<file path="config.mk">
export PLATFORM = sky130hd
export DESIGN_NAME = serial_adder
export DESIGN_NICKNAME = d
export VERILOG_FILES = /design/src/rtl/serial_adder_pkg.sv /design/src/rtl/serial_adder_fa_cell.sv /design/src/rtl/serial_adder.sv
export SDC_FILE = /design/constraint.sdc
export NUM_CORES = 1
export LEC_CHECK = 0
export BUFFER_PORTS_ARGS = -buffer_cell sky130_fd_sc_hd__buf_2
export CORE_ASPECT_RATIO = 0.9
export CORE_UTILIZATION = 40
export DETAILED_ROUTE_END_ITERATION = 8
export HOLD_SLACK_MARGIN = 0.03
export SLEW_MARGIN = 40
export SYNTH_ARGS = -nofsm -noshare
export SYNTH_HDL_FRONTEND = slang
export SYNTH_HIERARCHICAL = 1
export SYNTH_SLANG_ARGS = --single-unit
</file>
<file path="constraint.sdc">
create_clock -name clk -period 3.6 [get_ports clk]
set_input_delay 0.18 -clock clk [delete_from_list [all_inputs] [get_ports clk]]
set_output_delay 0.18 -clock clk [all_outputs]
set_load 0.01 [all_outputs]
</file>
<file path="src/rtl/serial_adder_pkg.sv">
// Shared types and constants for the bit-serial adder.
// The optional signed-overflow output is enabled by defining SERIAL_ADDER_OVF_EN.
package serial_adder_pkg;

    localparam int unsigned DEFAULT_WIDTH = 8;

    typedef enum logic [1:0] {
        ST_IDLE  = 2'd0,
        ST_SHIFT = 2'd1,
        ST_DONE  = 2'd2
    } state_e;

    // Carry generation of a full adder: majority of three inputs.
    function automatic logic maj3(input logic x, input logic y, input logic z);
        return (x & y) | (x & z) | (y & z);
    endfunction

    // Sum output of a full adder: odd parity of three inputs.
    function automatic logic par3(input logic x, input logic y, input logic z);
        return x ^ y ^ z;
    endfunction

endpackage

</file>
<file path="src/rtl/serial_adder_fa_cell.sv">
// Combinational 1-bit full adder used by serial_adder for the per-bit add.
module fa_cell
    import serial_adder_pkg::*;
(
    input  logic a,
    input  logic b,
    input  logic ci,
    output logic s,
    output logic co
);

    // Pure combinational sum/carry; no sequencing lives here.
    always_comb begin
        s  = par3(a, b, ci);
        co = maj3(a, b, ci);
    end

endmodule

</file>
<file path="src/rtl/serial_adder.sv">
// Bit-serial adder: accepts an operand set, adds one bit per cycle LSB first, holds the result.
// Define SERIAL_ADDER_OVF_EN to add the registered signed-overflow output ovf_out.
module serial_adder
    import serial_adder_pkg::*;
#(
    parameter int unsigned WIDTH = DEFAULT_WIDTH
)
(
    input  logic             clk,
    input  logic             reset,
    input  logic             in_valid,
    output logic             in_ready,
    input  logic [WIDTH-1:0] a_in,
    input  logic [WIDTH-1:0] b_in,
    input  logic             c_in,
    output logic             out_valid,
    input  logic             out_ready,
    output logic [WIDTH-1:0] sum_out,
    output logic             c_out
`ifdef SERIAL_ADDER_OVF_EN
    ,
    output logic             ovf_out
`endif
);

    localparam int unsigned      CNT_W    = (WIDTH > 1) ? $clog2(WIDTH) : 1;
    localparam logic [CNT_W-1:0] LAST_BIT = CNT_W'(WIDTH - 1);
    localparam logic [CNT_W-1:0] CNT_ONE  = CNT_W'(1'b1);

    state_e             state_r;
    state_e             state_nxt_s;
    logic [CNT_W-1:0]   cnt_r;
    logic [WIDTH-1:0]   a_r;
    logic [WIDTH-1:0]   b_r;
    logic [WIDTH-1:0]   acc_r;
    logic               carry_r;
    logic [WIDTH-1:0]   sum_out_r;
    logic               c_out_r;
    logic               sum_bit_s;
    logic               carry_nxt_s;
    logic               accept_s;
    logic               last_bit_s;

    assign accept_s   = in_valid && (state_r == ST_IDLE);
    assign last_bit_s = (cnt_r == LAST_BIT);

    // Operand registers shift right so bit i is always presented at position 0.
    fa_cell u_fa_cell (
        .a  (a_r[0]),
        .b  (b_r[0]),
        .ci (carry_r),
        .s  (sum_bit_s),
        .co (carry_nxt_s)
    );

    // State register; reset wins over any handshake on the same edge.
    always_ff @(posedge clk) begin
        if (reset) begin
            state_r <= ST_IDLE;
        end else begin
            state_r <= state_nxt_s;
        end
    end

    // Next-state decode.
    always_comb begin
        state_nxt_s = state_r;
        case (state_r)
            ST_IDLE: begin
                if (in_valid) begin
                    state_nxt_s = ST_SHIFT;
                end else begin
                    state_nxt_s = ST_IDLE;
                end
            end
            ST_SHIFT: begin
                if (last_bit_s) begin
                    state_nxt_s = ST_DONE;
                end else begin
                    state_nxt_s = ST_SHIFT;
                end
            end
            ST_DONE: begin
                if (out_ready) begin
                    state_nxt_s = ST_IDLE;
                end else begin
                    state_nxt_s = ST_DONE;
                end
            end
            default: begin
                state_nxt_s = ST_IDLE;
            end
        endcase
    end

    // Handshake outputs decoded from state only.
    always_comb begin
        in_ready  = 1'b0;
        out_valid = 1'b0;
        case (state_r)
            ST_IDLE: begin
                in_ready  = 1'b1;
                out_valid = 1'b0;
            end
            ST_SHIFT: begin
                in_ready  = 1'b0;
                out_valid = 1'b0;
            end
            ST_DONE: begin
                in_ready  = 1'b0;
                out_valid = 1'b1;
            end
            default: begin
                in_ready  = 1'b0;
                out_valid = 1'b0;
            end
        endcase
    end

    // Datapath: capture on accept, one bit per SHIFT cycle, publish result on the last bit.
    always_ff @(posedge clk) begin
        if (reset) begin
            cnt_r     <= '0;
            a_r       <= '0;
            b_r       <= '0;
            acc_r     <= '0;
            carry_r   <= 1'b0;
            sum_out_r <= '0;
            c_out_r   <= 1'b0;
        end else begin
            case (state_r)
                ST_IDLE: begin
                    if (accept_s) begin
                        a_r     <= a_in;
                        b_r     <= b_in;
                        carry_r <= c_in;
                        cnt_r   <= '0;
                    end else begin
                        cnt_r   <= cnt_r;
                    end
                end
                ST_SHIFT: begin
                    a_r     <= {1'b0, a_r[WIDTH-1:1]};
                    b_r     <= {1'b0, b_r[WIDTH-1:1]};
                    acc_r   <= {sum_bit_s, acc_r[WIDTH-1:1]};
                    carry_r <= carry_nxt_s;
                    cnt_r   <= cnt_r + CNT_ONE;
                    if (last_bit_s) begin
                        sum_out_r <= {sum_bit_s, acc_r[WIDTH-1:1]};
                        c_out_r   <= carry_nxt_s;
                    end else begin
                        sum_out_r <= sum_out_r;
                        c_out_r   <= c_out_r;
                    end
                end
                ST_DONE: begin
                    cnt_r <= cnt_r;
                end
                default: begin
                    cnt_r <= '0;
                end
            endcase
        end
    end

    assign sum_out = sum_out_r;
    assign c_out   = c_out_r;

`ifdef SERIAL_ADDER_OVF_EN
    logic ovf_out_r;

    // Signed overflow: carry into the MSB (still in carry_r) differs from carry out of it.
    always_ff @(posedge clk) begin
        if (reset) begin
            ovf_out_r <= 1'b0;
        end else if ((state_r == ST_SHIFT) && last_bit_s) begin
            ovf_out_r <= carry_r ^ carry_nxt_s;
        end else begin
            ovf_out_r <= ovf_out_r;
        end
    end

    assign ovf_out = ovf_out_r;
`endif

endmodule

</file>
==> impl_metrics.tcl <==
set metrics [dict create \
    status "finished with violations" \
    violations "design-rule violations" \
    hp-class "input port to flip-flop" \
    drc 1 \
    setup_viol 0 \
    cp_data_arrival_time_ps 2170 \
    power.density_mw_per_mm2 452.0 \
    rr_worst_depth 4 \
    crit_path_top_delay_cell "dfxtp_1" \
    htree_num_levels 2 \
    rows 22 \
    hold-path-cell-count 3 \
    root_buffer "clkbuf_8" \
    tns_ps 0 \
    synth-edff-count 0 \
    syn-num-nets 198 \
    yosys-top-cells-area "dfxtp_1 (44%), a211oi_2 (11%), mux2i_1 (8.7%)" \
    antenna_left 0 \
    cp-start-kind "flip-flop" \
    fmax_mhz 512.9 \
    initial_core_util_pct 42.13 \
    slew_viol_final 0 \
    required_ps 3820 \
    synth-seq-cells 38 \
    final.setup_skew_ps 5.344 \
    postCtsHoldBufs 0 \
    detailed_place_hpwl_um 2246 \
    synth_top_area_cell "dfxtp_1" \
    place.gp.congestion 0.7563 \
    crit_path_end_kind "flip-flop" \
    routed_wl_um 3311 \
    synthTopCellsByCount "dfxtp_1 (38), nand2_1 (32), a21oi_1 (19)" \
    worstMarginPinSlew_ps 627.4 \
    min_period_ps 1950 \
    synth.top_cell.area_share_pct 44.03 \
    path_max_fanout 16 \
    nets 224 \
    synth_flop_cell "dfxtp_1" \
    finalHoldViolations 0 \
    gr-total-overflow 0 \
    synth.avg_cell_area_um2 9.931 \
    drt_iter0_drc 76 \
    instances_no_fill 249 \
    slew-limit-headroom_pct 58.09 \
    yosysMostFrequentCell "dfxtp_1" \
    cts.repair.resized 0 \
    final_layout_size_suffix_gt1_share_pct 35.32 \
    grt_max_degree 39 \
    seqCellArea_um2 760.7 \
    die_area_mm2 0.004587 \
    die_h_um 64.35 \
    rsz0062_at_grt "no" \
    power_leakage_nw 0.7535 \
    cts_made_buffers 5 \
    netlist_area_mm2 0.001728 \
    seq_area_frac_synth_pct 44.03 \
    port_buffers 31 \
    cts_sinks 38 \
    vias_per_cell 5.153 \
    grt_first_pass_wirelength_um 6003 \
    grt_antenna_before_repair 0 \
    period_share_pct 54.16 \
    vias 1283 \
    wire_per_inst_um 13.30 \
    synthCells 174 \
    dr.pass1.iters 8 \
    dp_cells 241 \
    clk_latency_ps 290 \
    max-vdd-ir-drop_mv 0.1761 \
    grt_usage_pct 17.23 \
    ys_async_sr_fraction_pct 0 \
    max_stage_delay_ps 690 \
    io_pins 32 \
    ys_warn_count 6 \
    antennaDiodeCount 0 \
    maxCapViolations 0 \
    multi_input_area_um2 848.3 \
    critPathKind "flip-flop to flip-flop" \
    cts_buffer_depth 2 \
    nFillCells 398 \
    path_cells "buf_4 > nor2b_1 > nand2b_1 > a21oi_1" \
    die_width_um 71.28 \
    yosysUniqueCellTypes 26 \
    clkTransAtPathRegs_ps 70 \
    syn2layout_area_growth_pct 11.66 \
    postCtsSetupBuffers 0 \
    cts_tree "done" \
    grt_pass1_vias 1335 \
    core_mm2 0.004101 \
]
critical path, delay by kind of cell, from the launching register on:
kind                   cells  cell delay (ps)
and+or+nand+nor            2              700
buffers and inverters      1              340
DFF                        1              690
AOI/OAI and AO/OA          1              160
area by class of cell:
type                    count  area share [%]
multi-input cells         122           43.97
flip-flops and latches     38           39.43
repair buffers             32           8.560
clock buffers               7           4.475
well taps                  48           3.113
clock inverters             1          0.2594
inverters                   1          0.1946
routing by layer:
layer | up-vias | GRT usage [%] | wire, µm
li1 | 648 | - | -
met1 | 603 | 20.04 | 1525
met2 | 26 | 27.98 | 1611
met3 | 6 | 5.836 | 122
met4 | 0 | 9.000 | 53
met5 | - | 0 | 0
final timing paths:
kind | start | to | slack, ps
min | a_in[7] | a_r[7] | 130
max reg2reg | state_r[0] | cnt_r[0] | 1650
min reg2reg | sum_out[2] | sum_out[2] | 460
max | state_r[0] | cnt_r[0] | 1650
placed cells by master (no fill, tap or decap), drive strengths merged:
master / instances
nand3: 1
inv: 1
nand2: 32
clkinv: 1
nor3b: 1
nand2b: 4
nand3b: 1
clkbuf: 7
nor3: 1
ha: 2
nor2: 20
and3b: 1
o21bai: 1
a211oi: 15
a32oi: 2
a21oi: 19
buf: 32
mux2i: 15
fa: 1
a22oi: 2
nor2b: 3
o21ba: 1
dfxtp: 38
cell families (layout without fill, tap and decap cells):
group           Yosys count  after routing  share of synthesized area [%]
compound gates           40             40                          19.62
fa+ha+maj                 3              3                          2.607
buf+inv                  14             41                          6.878
flops                    38             38                          44.03
mux                      15             15                          8.689
simple gates             64             64                          18.18
through the flow:
step / setup slack, ps / hold slack, ps / total power, mW / cell area, µm² / util (%)
after global placement: 1752 / 421.7 / 0.5752 / 1836 / 44.75
after global routing: 1477 / 145.4 / 0.9201 / 1929 / 47.04
final: 1650 / 128.3 / 0.8721 / 1929 / 47.04
after floorplan: 2358 / 328.3 / 0.5647 / 1728 / -
after CTS: 1635 / 119.7 / 0.8850 / 1927 / 46.98
after detailed placement: 1665 / 426.9 / 0.5816 / 1836 / 44.75
state kept, by name, summed over array words and instances (netlist names):
| register | cells |
|---|---|
| carry_r | 1 |
| a_r | 8 |
| b_r | 8 |
| c_out | 1 |
| cnt_r | 3 |
| sum_out | 8 |
| acc_r | 7 |
| state_r | 2 |
where the power goes:
part | switching [mW] | total, mW | internal (mW)
Combinational | 0.0608 | 0.111 | 0.0499
Clock | 0.147 | 0.301 | 0.154
Sequential | 0.0189 | 0.460 | 0.441
Total | 0.226 | 0.872 | 0.646
Note: power is estimated with default switching activity, not from simulation.
